### src/rtl/subservient_dbg_pkg.sv
// Shared definitions for the serial debug-to-Wishbone bridge: state encoding,
// frame field widths/offsets and the frame-length helper.
package subservient_dbg_pkg;

    typedef enum logic {
        ST_SHIFT = 1'b0,
        ST_REQ   = 1'b1
    } dbg_state_e;

    localparam int SEL_W = 4;
    localparam int ADR_W = 32;
    localparam int DAT_W = 32;

    // Field offsets inside a completed frame (LSB = last bit received).
    localparam int DAT_LSB = 0;
    localparam int ADR_LSB = DAT_LSB + DAT_W;
    localparam int SEL_LSB = ADR_LSB + ADR_W;
    localparam int WE_BIT  = SEL_LSB + SEL_W;
    localparam int ID_LSB  = WE_BIT + 1;

    function automatic int frame_len(input int aw);
        return aw + 1 + SEL_W + ADR_W + DAT_W;
    endfunction

endpackage

### src/rtl/subservient_dbg_shreg.sv
// Serial frame shift register with bit counter. The frame output already
// includes the bit being accepted so the final bit can be decoded at once.
module subservient_dbg_shreg #(
    parameter int len = 71
) (
    input  logic           i_clk,
    input  logic           i_rst,
    input  logic           i_en,
    input  logic           i_bit,
    output logic [len-1:0] o_frame,
    output logic           o_first,
    output logic           o_done
);

    localparam int CNT_W = $clog2(len);
    localparam logic [CNT_W-1:0] CNT_LAST = CNT_W'(len - 1);

    // Only len-1 bits are stored; the newest bit arrives on i_bit.
    logic [len-2:0]   frame_q, frame_d;
    logic [CNT_W-1:0] cnt_q, cnt_d;

    always_comb begin
        frame_d = frame_q;
        cnt_d   = cnt_q;
        if (i_en) begin
            frame_d = {frame_q[len-3:0], i_bit};
            cnt_d   = (cnt_q == CNT_LAST) ? '0 : cnt_q + CNT_W'(1);
        end
    end

    assign o_frame = {frame_q, i_bit};
    assign o_first = i_en && (cnt_q == '0);
    assign o_done  = i_en && (cnt_q == CNT_LAST);

    always_ff @(posedge i_clk) begin
        if (i_rst) begin
            frame_q <= '0;
            cnt_q   <= '0;
        end else begin
            frame_q <= frame_d;
            cnt_q   <= cnt_d;
        end
    end

endmodule

### src/rtl/subservient_dbg_bridge.sv
// Serial debug bridge: shifts in addressed frames, issues one Wishbone access
// per matching frame and shifts the read data back out on the following frame.
module subservient_dbg_bridge
    import subservient_dbg_pkg::*;
#(
    parameter int          dbg_aw   = 2,
    parameter int          core_id  = 0,
    parameter int          timeout  = 255,
    parameter logic [31:0] err_word = 32'hDEADBEEF
) (
    input  logic        i_clk,
    input  logic        i_rst,
    input  logic        i_dbg_data,
    input  logic        i_dbg_valid,
    output logic        o_dbg_data,
    output logic        o_dbg_busy,
    output logic        o_dbg_err,
    output logic [31:0] o_wb_adr,
    output logic [31:0] o_wb_dat,
    output logic [3:0]  o_wb_sel,
    output logic        o_wb_we,
    output logic        o_wb_stb,
    input  logic [31:0] i_wb_rdt,
    input  logic        i_wb_ack
);

    localparam int                FRAME_L  = frame_len(dbg_aw);
    localparam logic [31:0]       TMO_LAST = 32'(timeout - 1);
    localparam logic [dbg_aw-1:0] MY_ID    = dbg_aw'(core_id);

    dbg_state_e         state_q, state_d;
    logic [31:0]        rbk_q, rbk_d;
    logic [31:0]        wait_q, wait_d;
    logic               err_q, err_d;
    logic               we_q, we_d;
    logic [SEL_W-1:0]   sel_q, sel_d;
    logic [ADR_W-1:0]   adr_q, adr_d;
    logic [DAT_W-1:0]   dat_q, dat_d;

    logic               shift_en;
    logic               frame_first;
    logic               frame_done;
    logic [FRAME_L-1:0] frame;

    // Bits arriving during a bus access never reach the shift register.
    assign shift_en = i_dbg_valid && (state_q == ST_SHIFT);

    subservient_dbg_shreg #(
        .len (FRAME_L)
    ) u_shreg (
        .i_clk   (i_clk),
        .i_rst   (i_rst),
        .i_en    (shift_en),
        .i_bit   (i_dbg_data),
        .o_frame (frame),
        .o_first (frame_first),
        .o_done  (frame_done)
    );

    always_comb begin
        state_d = state_q;
        rbk_d   = rbk_q;
        wait_d  = wait_q;
        err_d   = err_q;
        we_d    = we_q;
        sel_d   = sel_q;
        adr_d   = adr_q;
        dat_d   = dat_q;
        case (state_q)
            ST_SHIFT: begin
                if (shift_en) begin
                    rbk_d = {rbk_q[30:0], 1'b0};
                end
                if (frame_first) begin
                    err_d = 1'b0;
                end
                if (frame_done && (frame[ID_LSB +: dbg_aw] == MY_ID)) begin
                    state_d = ST_REQ;
                    wait_d  = '0;
                    we_d    = frame[WE_BIT];
                    sel_d   = frame[SEL_LSB +: SEL_W];
                    adr_d   = frame[ADR_LSB +: ADR_W];
                    dat_d   = frame[DAT_LSB +: DAT_W];
                end
            end
            ST_REQ: begin
                if (i_dbg_valid) begin
                    err_d = 1'b1;
                end
                // Ack takes priority over a timeout expiring in the same cycle.
                if (i_wb_ack) begin
                    state_d = ST_SHIFT;
                    if (!we_q) begin
                        rbk_d = i_wb_rdt;
                    end
                end else if ((timeout != 0) && (wait_q == TMO_LAST)) begin
                    state_d = ST_SHIFT;
                    err_d   = 1'b1;
                    if (!we_q) begin
                        rbk_d = err_word;
                    end
                end else begin
                    wait_d = wait_q + 32'd1;
                end
            end
            default: state_d = ST_SHIFT;
        endcase
    end

    always_ff @(posedge i_clk) begin
        if (i_rst) begin
            state_q <= ST_SHIFT;
            rbk_q   <= '0;
            wait_q  <= '0;
            err_q   <= 1'b0;
            we_q    <= 1'b0;
        end else begin
            state_q <= state_d;
            rbk_q   <= rbk_d;
            wait_q  <= wait_d;
            err_q   <= err_d;
            we_q    <= we_d;
        end
    end

    // Address, data and select only matter while stb is high.
    always_ff @(posedge i_clk) begin
        sel_q <= sel_d;
        adr_q <= adr_d;
        dat_q <= dat_d;
    end

    assign o_wb_stb   = (state_q == ST_REQ);
    assign o_dbg_busy = (state_q == ST_REQ);
    assign o_wb_we    = we_q;
    assign o_wb_sel   = sel_q;
    assign o_wb_adr   = adr_q;
    assign o_wb_dat   = dat_q;
    assign o_dbg_data = rbk_q[31];
    assign o_dbg_err  = err_q;

endmodule

### config.mk
export PLATFORM = sky130hd
export DESIGN_NAME = subservient_dbg_bridge
export DESIGN_NICKNAME = d
export VERILOG_FILES = /design/src/rtl/subservient_dbg_pkg.sv /design/src/rtl/subservient_dbg_shreg.sv /design/src/rtl/subservient_dbg_bridge.sv
export SDC_FILE = /design/constraint.sdc
export NUM_CORES = 1
export LEC_CHECK = 0
export ABC_AREA = 1
export BUFFER_PORTS_ARGS = -buffer_cell sky130_fd_sc_hd__clkbuf_2
export CAP_MARGIN = 0
export CORE_AREA = 2 2 132 134
export CTS_CLUSTER_DIAMETER = 50
export DETAILED_ROUTE_END_ITERATION = 10
export DIE_AREA = 0 0 134 136
export PLACE_DENSITY = 0.83
export RECOVER_POWER = 50
export REMOVE_ABC_BUFFERS = 1
export SYNTH_ARGS = -nofsm -noshare
export SYNTH_HDL_FRONTEND = slang
export SYNTH_HIERARCHICAL = 1
export SYNTH_SLANG_ARGS = --single-unit
### constraint.sdc
create_clock -name i_clk -period 13.9 [get_ports i_clk]
set_clock_uncertainty 0.15 [all_clocks]
set_input_delay 2.085 -clock i_clk [delete_from_list [all_inputs] [get_ports i_clk]]
set_output_delay 2.085 -clock i_clk [all_outputs]
set_load 0.05 [all_outputs]
; ---- Word level (Yosys, flattened, before mapping)
; Index checks and enable logic that the tools add are counted.
[totals]
word_cells = 51
ff_bits = 212
in_bits = 37
[classes]
n_reduce_logical = 9
n_addsub = 2
muxes = 20
n_eq_ne = 9
bitwise = 1
[op_table]
columns = operator, n
row1 = 32-bit 2-to-1 mux, 8
row2 = 32-bit one-hot mux with 2 select lines, 2
row3 = "32-bit by 1-bit adder with 32-bit output, second input constant", 1
row4 = "32-bit by 8-bit equality test with 1-bit output, second input constant", 1
row5 = "2-bit != test, second input constant", 4
row6 = "7-bit by 1-bit adder with 7-bit output, second input constant", 1
row7 = "7-bit equality test, second input constant", 1
row8 = 7-bit zero test, 1
row9 = 1-bit 2-to-1 mux, 7
row10 = 7-bit 2-to-1 mux, 1
row11 = 3-bit AND reduction, 2
row12 = 1-bit logical AND, 4
row13 = "2-bit by 1-bit != test with 1-bit output, second input constant", 2
row14 = 1-bit one-hot mux with 2 select lines, 2
row15 = "3-bit by 2-bit != test with 1-bit output, second input constant", 1
row16 = 2-bit zero test, 1
row17 = 2-bit AND reduction, 1
row18 = 1-bit inverter, 1

; ---- Depth between registers and ports, before layout
[logic_depth]
word_depth = 6
depth_mapped = 19
ltp_nobuf = 15

; ---- Hierarchy
; The synthesis kept the hierarchy.
[modules_own_cells]
columns = module, cells_per_inst, area_each_um2, instances, seq_area_each_um2
row1 = subservient_dbg_bridge, 791, 6216.0, 1, 3383.2
row2 = subservient_dbg_shreg, 368, 2856.5, 1, 1541.5

; ---- Worst setup path before layout
; Ideal clock, no wire load.
[synth_timing]
path_type = input-to-reg
startpoint = input port i_dbg_valid
endpoint = register wait_q[7]
arrival_time_ps = 6710
slack_ps = 6970
path_stages = 16
cell_sequence = nand2_1 -> clkbuf_1 -> inv_1 -> buf_6 -> nand2_1 -> nor2_1 -> nand2_1 -> inv_1 -> nand2_1 -> nor3_2 -> inv_1 -> nand2_1 -> buf_6 -> buf_6 -> nand2_1 -> a21oi_1
[synth_between]
elab_chain_len = 5
[synth_lines]
columns = element, line
row1 = from (decl), subservient_dbg_bridge.sv:14  ; input logic i_dbg_valid,
row2 = 1-bit logical AND, subservient_dbg_bridge.sv:46  ; assign shift_en = i_dbg_valid && (state_q == ST_SHIFT);
row3 = net shift_en, subservient_dbg_bridge.sv:40  ; logic shift_en;
row4 = 1-bit logical AND, subservient_dbg_shreg.sv:33  ; assign o_done = i_en && (cnt_q == CNT_LAST);
row5 = net frame_done, subservient_dbg_bridge.sv:42  ; logic frame_done;
row6 = 1-bit logical AND, subservient_dbg_bridge.sv:77  ; if (frame_done && (frame[ID_LSB +: dbg_aw] == MY_ID)) begin
row7 = 2-bit by 1-bit != test with 1-bit output (no line), --
row8 = 3-bit AND reduction (no line), --
row9 = to (signal assigned), subservient_dbg_bridge.sv:120  ; wait_q <= wait_d;
row10 = to (decl), subservient_dbg_bridge.sv:33  ; logic [31:0] wait_q, wait_d;
; The timed path passes the listed nets, and every way through them passes these cells.
; A chain may end at the register's enable or synchronous reset.

; ---- Final worst setup path
[layout_timing]
startpoint = input port i_dbg_valid
endpoint = register wait_q[23]
; The elaborated chain is that of the path after synthesis.

==> results.toml <==
[cells_and_area]
area_growth_pct = 13.7
fillers = 1485
antenna_cells = 0
multi_input_area_mm2 = 0.00348
ff_latch_area_mm2 = 0.00492
finalInstanceArea_mm2 = 0.0103
nNetsFinal = 1286
drive_gt1_share_pct = 7.45

[power]
power_frac_clock_pct = 45.2
ir_drop_mv = 0.120
finalPower_mw = 1.34
pwr-share-comb_pct = 4.8
power.share.switching_pct = 22.8
p_int_mw = 1.03
pwr-share-seq_pct = 49.9
powerDensity_mw_per_mm2 = 130
p_leak_nw = 4.19
p_sw_mw = 0.306

[critical_path]
reg2reg_depth = 19
r2r_end = "wait_q[23]"
cp_max_fo = 78
start_kind = "input port"
worstPathRequired_ns = 14.15
path_class = "in2reg"
r2r_slack_ns = 6.80
crit_path_end_kind = "flip-flop"
r2r_start = "o_dbg_busy"
arrival_ns = 7.96

[run_status]
status = "finished, violations left"
violations = "capacitance limit, slew limit"

[routing]
wirelength_um = 20400
final_antenna_net_count = 0
drcViolationCount = 0
dr.pass1.iters = 5
wl_per_cell_um = 13.7
drt_iter0_drc = 702
vias_per_cell = 5.19
vias = 7719

[global_routing]
grt_max_degree = 79
grt_pass1_wl_um = 33000
grt_pass1_vias = 6954
overflow = 0
track_usage_pct = 21.9
antenna_found_initial = 0

[synthesis]
synth_top_area_share_pct = 31.8
synth-seq-cells = 212
ys_seq_area_share_pct = 54.3
mappedNetlistArea_mm2 = 0.00907
avgSynthCellArea_um2 = 7.83
yosys-top-cells-count = "nor2_1, nand2_1, dfxtp_1, inv_1, o21ai_0"
synth_cell_types = 32
yosys_warnings = 6
synthFlopType = "dfxtp_1"
yosysTopAreaCell = "dfxtp_1"
synth_area_leaders = "dfxtp_1, edfxtp_1, nor2_1, nand2_1, o21ai_0"
yosysMostFrequentCell = "nor2_1"
syn_inst = 1159
synth_edf_count = 68
async_reset_ff_share_pct = 0

[floorplan]
die-height_um = 136
io_pins = 110
core-area_mm2 = 0.0169
die-area_mm2 = 0.0182
dieWidth_um = 134
rows = 48
initial_utilization_pct = 53.8

[place]
place_hpwl_um = 12700
place_ws_ns = 8.27
io_buffer_count = 109
globalplace.congestion = 0.931
place_area_mm2 = 0.00965

[sta]
rsz0062_at_grt = "false"
fin_crit_ns = 7.71
maxSlewViolCount = 208
setup_viol = 0
max_clock_freq_mhz = 130
fin_crit_sh_pct = 55.5
worst_pin_slew_ns = 2.95
fin_ws_ns = 6.19
relSlewSlack_pct = -97.0
hold_viol = 0
setup-tns-final_ns = 0

[job]
drv_cap = 3

[clocking]
cts_tree = "yes"
cts_buffer_depth = 3
cts_num_sinks = 212
worstSkewPairLatency_ns = 0.52
numCtsBuffers = 24
cts_root_buf = "clkbuf_16"
cts_setup_buffers = 0
clkTransAtPathRegs_ns = 0.06
ctsHoldBuffers = 0
cts_resized = 0
h-tree-depth = 1

[min_path]
hold_class = "reg2reg"
hold_start = "u_shreg/frame_q[14]"
holdPathEnd = "o_wb_dat[15]"
whs_path_depth = 0
==> worst max path at each step <==
stage | depth (start not counted) | start | to | slack, ns
after floorplan | 13 | i_dbg_valid | wait_q[13] | 4.11
after global placement | 18 | i_dbg_valid | wait_q[23] | 8.31
after detailed placement | 17 | i_dbg_valid | wait_q[14] | 8.27
after CTS | 17 | i_dbg_valid | wait_q[14] | 8.78
after global routing | 16 | i_dbg_valid | wait_q[14] | 5.56
final | 18 | i_dbg_valid | wait_q[23] | 6.19
==> state kept, by name (all words and copies together) (netlist names) <==
name / count
u_shreg/frame_q: 70
o_wb_adr: 32
u_shreg/cnt_q: 7
o_dbg_busy: 1
o_wb_we: 1
o_wb_sel: 4
o_dbg_err: 1
o_wb_dat: 32
rbk_q: 32
wait_q: 32
==> final cells by class <==
class | instances | area share [%]
Timing Repair Buffer | 117 | 4.90
Multi-Input combinational cell | 794 | 33.7
Clock inverter | 15 | 1.27
Inverter | 95 | 3.46
Sequential cell | 212 | 47.7
Clock buffer | 29 | 6.20
Tap cell | 225 | 2.73
==> per-layer routing <==
metal	wire length (um)	vias up	GRT usage (%)
met2	10100	215	37.2
met3	1070	34	4.33
met4	447	0	6.74
met5	0	-	0
met1	8830	3573	28.3
li1	-	3897	-
==> critical path, cell delays in order <==
cell and delay (ns):
clkbuf_1 0.10, nand2_2 0.06, clkbuf_1 1.79, clkinv_1 0.24, clkbuf_1 1.19, nand2_1 0.35
nor2_1 0.08, nand2_1 0.09, inv_1 0.04, nand2_1 0.10, nor3_4 0.05, inv_1 0.54
nand2_1 0.60, buf_4 0.40, nand2_1 0.09, nand2_1 0.05, nand2_1 0.05, inv_1 0.03
==> metrics by stage <==
stage | util [%] | cells | hold slack [ns]
after floorplan | - | 1101 | 0.276
after global placement | 57.2 | 1443 | 0.279
after detailed placement | 57.2 | 1443 | 0.285
after CTS | 61.8 | 1487 | 0.303
after global routing | 61.1 | 1487 | 0.312
final | 61.1 | 1487 | 0.301
==> cell families after synthesis <==
group / after synthesis / synth area share [%]
and+or+nand+nor: 606 / 27.1
DFF: 212 / 54.3
buffers and inverters: 153 / 7.43
AOI/OAI and AO/OA: 176 / 9.78
xor gates and xnor gates: 7 / 0.676
adders and majority gates: 5 / 0.690
==> placed cells by master (no fill, tap or decap), types with 7 or more instances in the layout <==
master	instances
nor2_1	285
nand3_1	81
nand4_1	7
a21oi_1	82
edfxtp_1	68
clkbuf_2	35
nand2_1	212
clkbuf_16	24
clkbuf_1	79
o21ai_0	89
inv_1	93
dfxtp_1	144
==> power by group through the flow <==
| stage | Sequential, mW | Clock (mW) | Combinational, mW |
|---|---|---|---|
| floorplan | 0.679 | 0 | 0.0453 |
| global placement | 0.681 | 0 | 0.0614 |
| detailed placement | 0.682 | 0 | 0.0633 |
| CTS | 0.669 | 0.618 | 0.0644 |
| global route | 0.671 | 0.641 | 0.0750 |
| finish | 0.669 | 0.606 | 0.0647 |
Power figures use the tool's default switching activity.
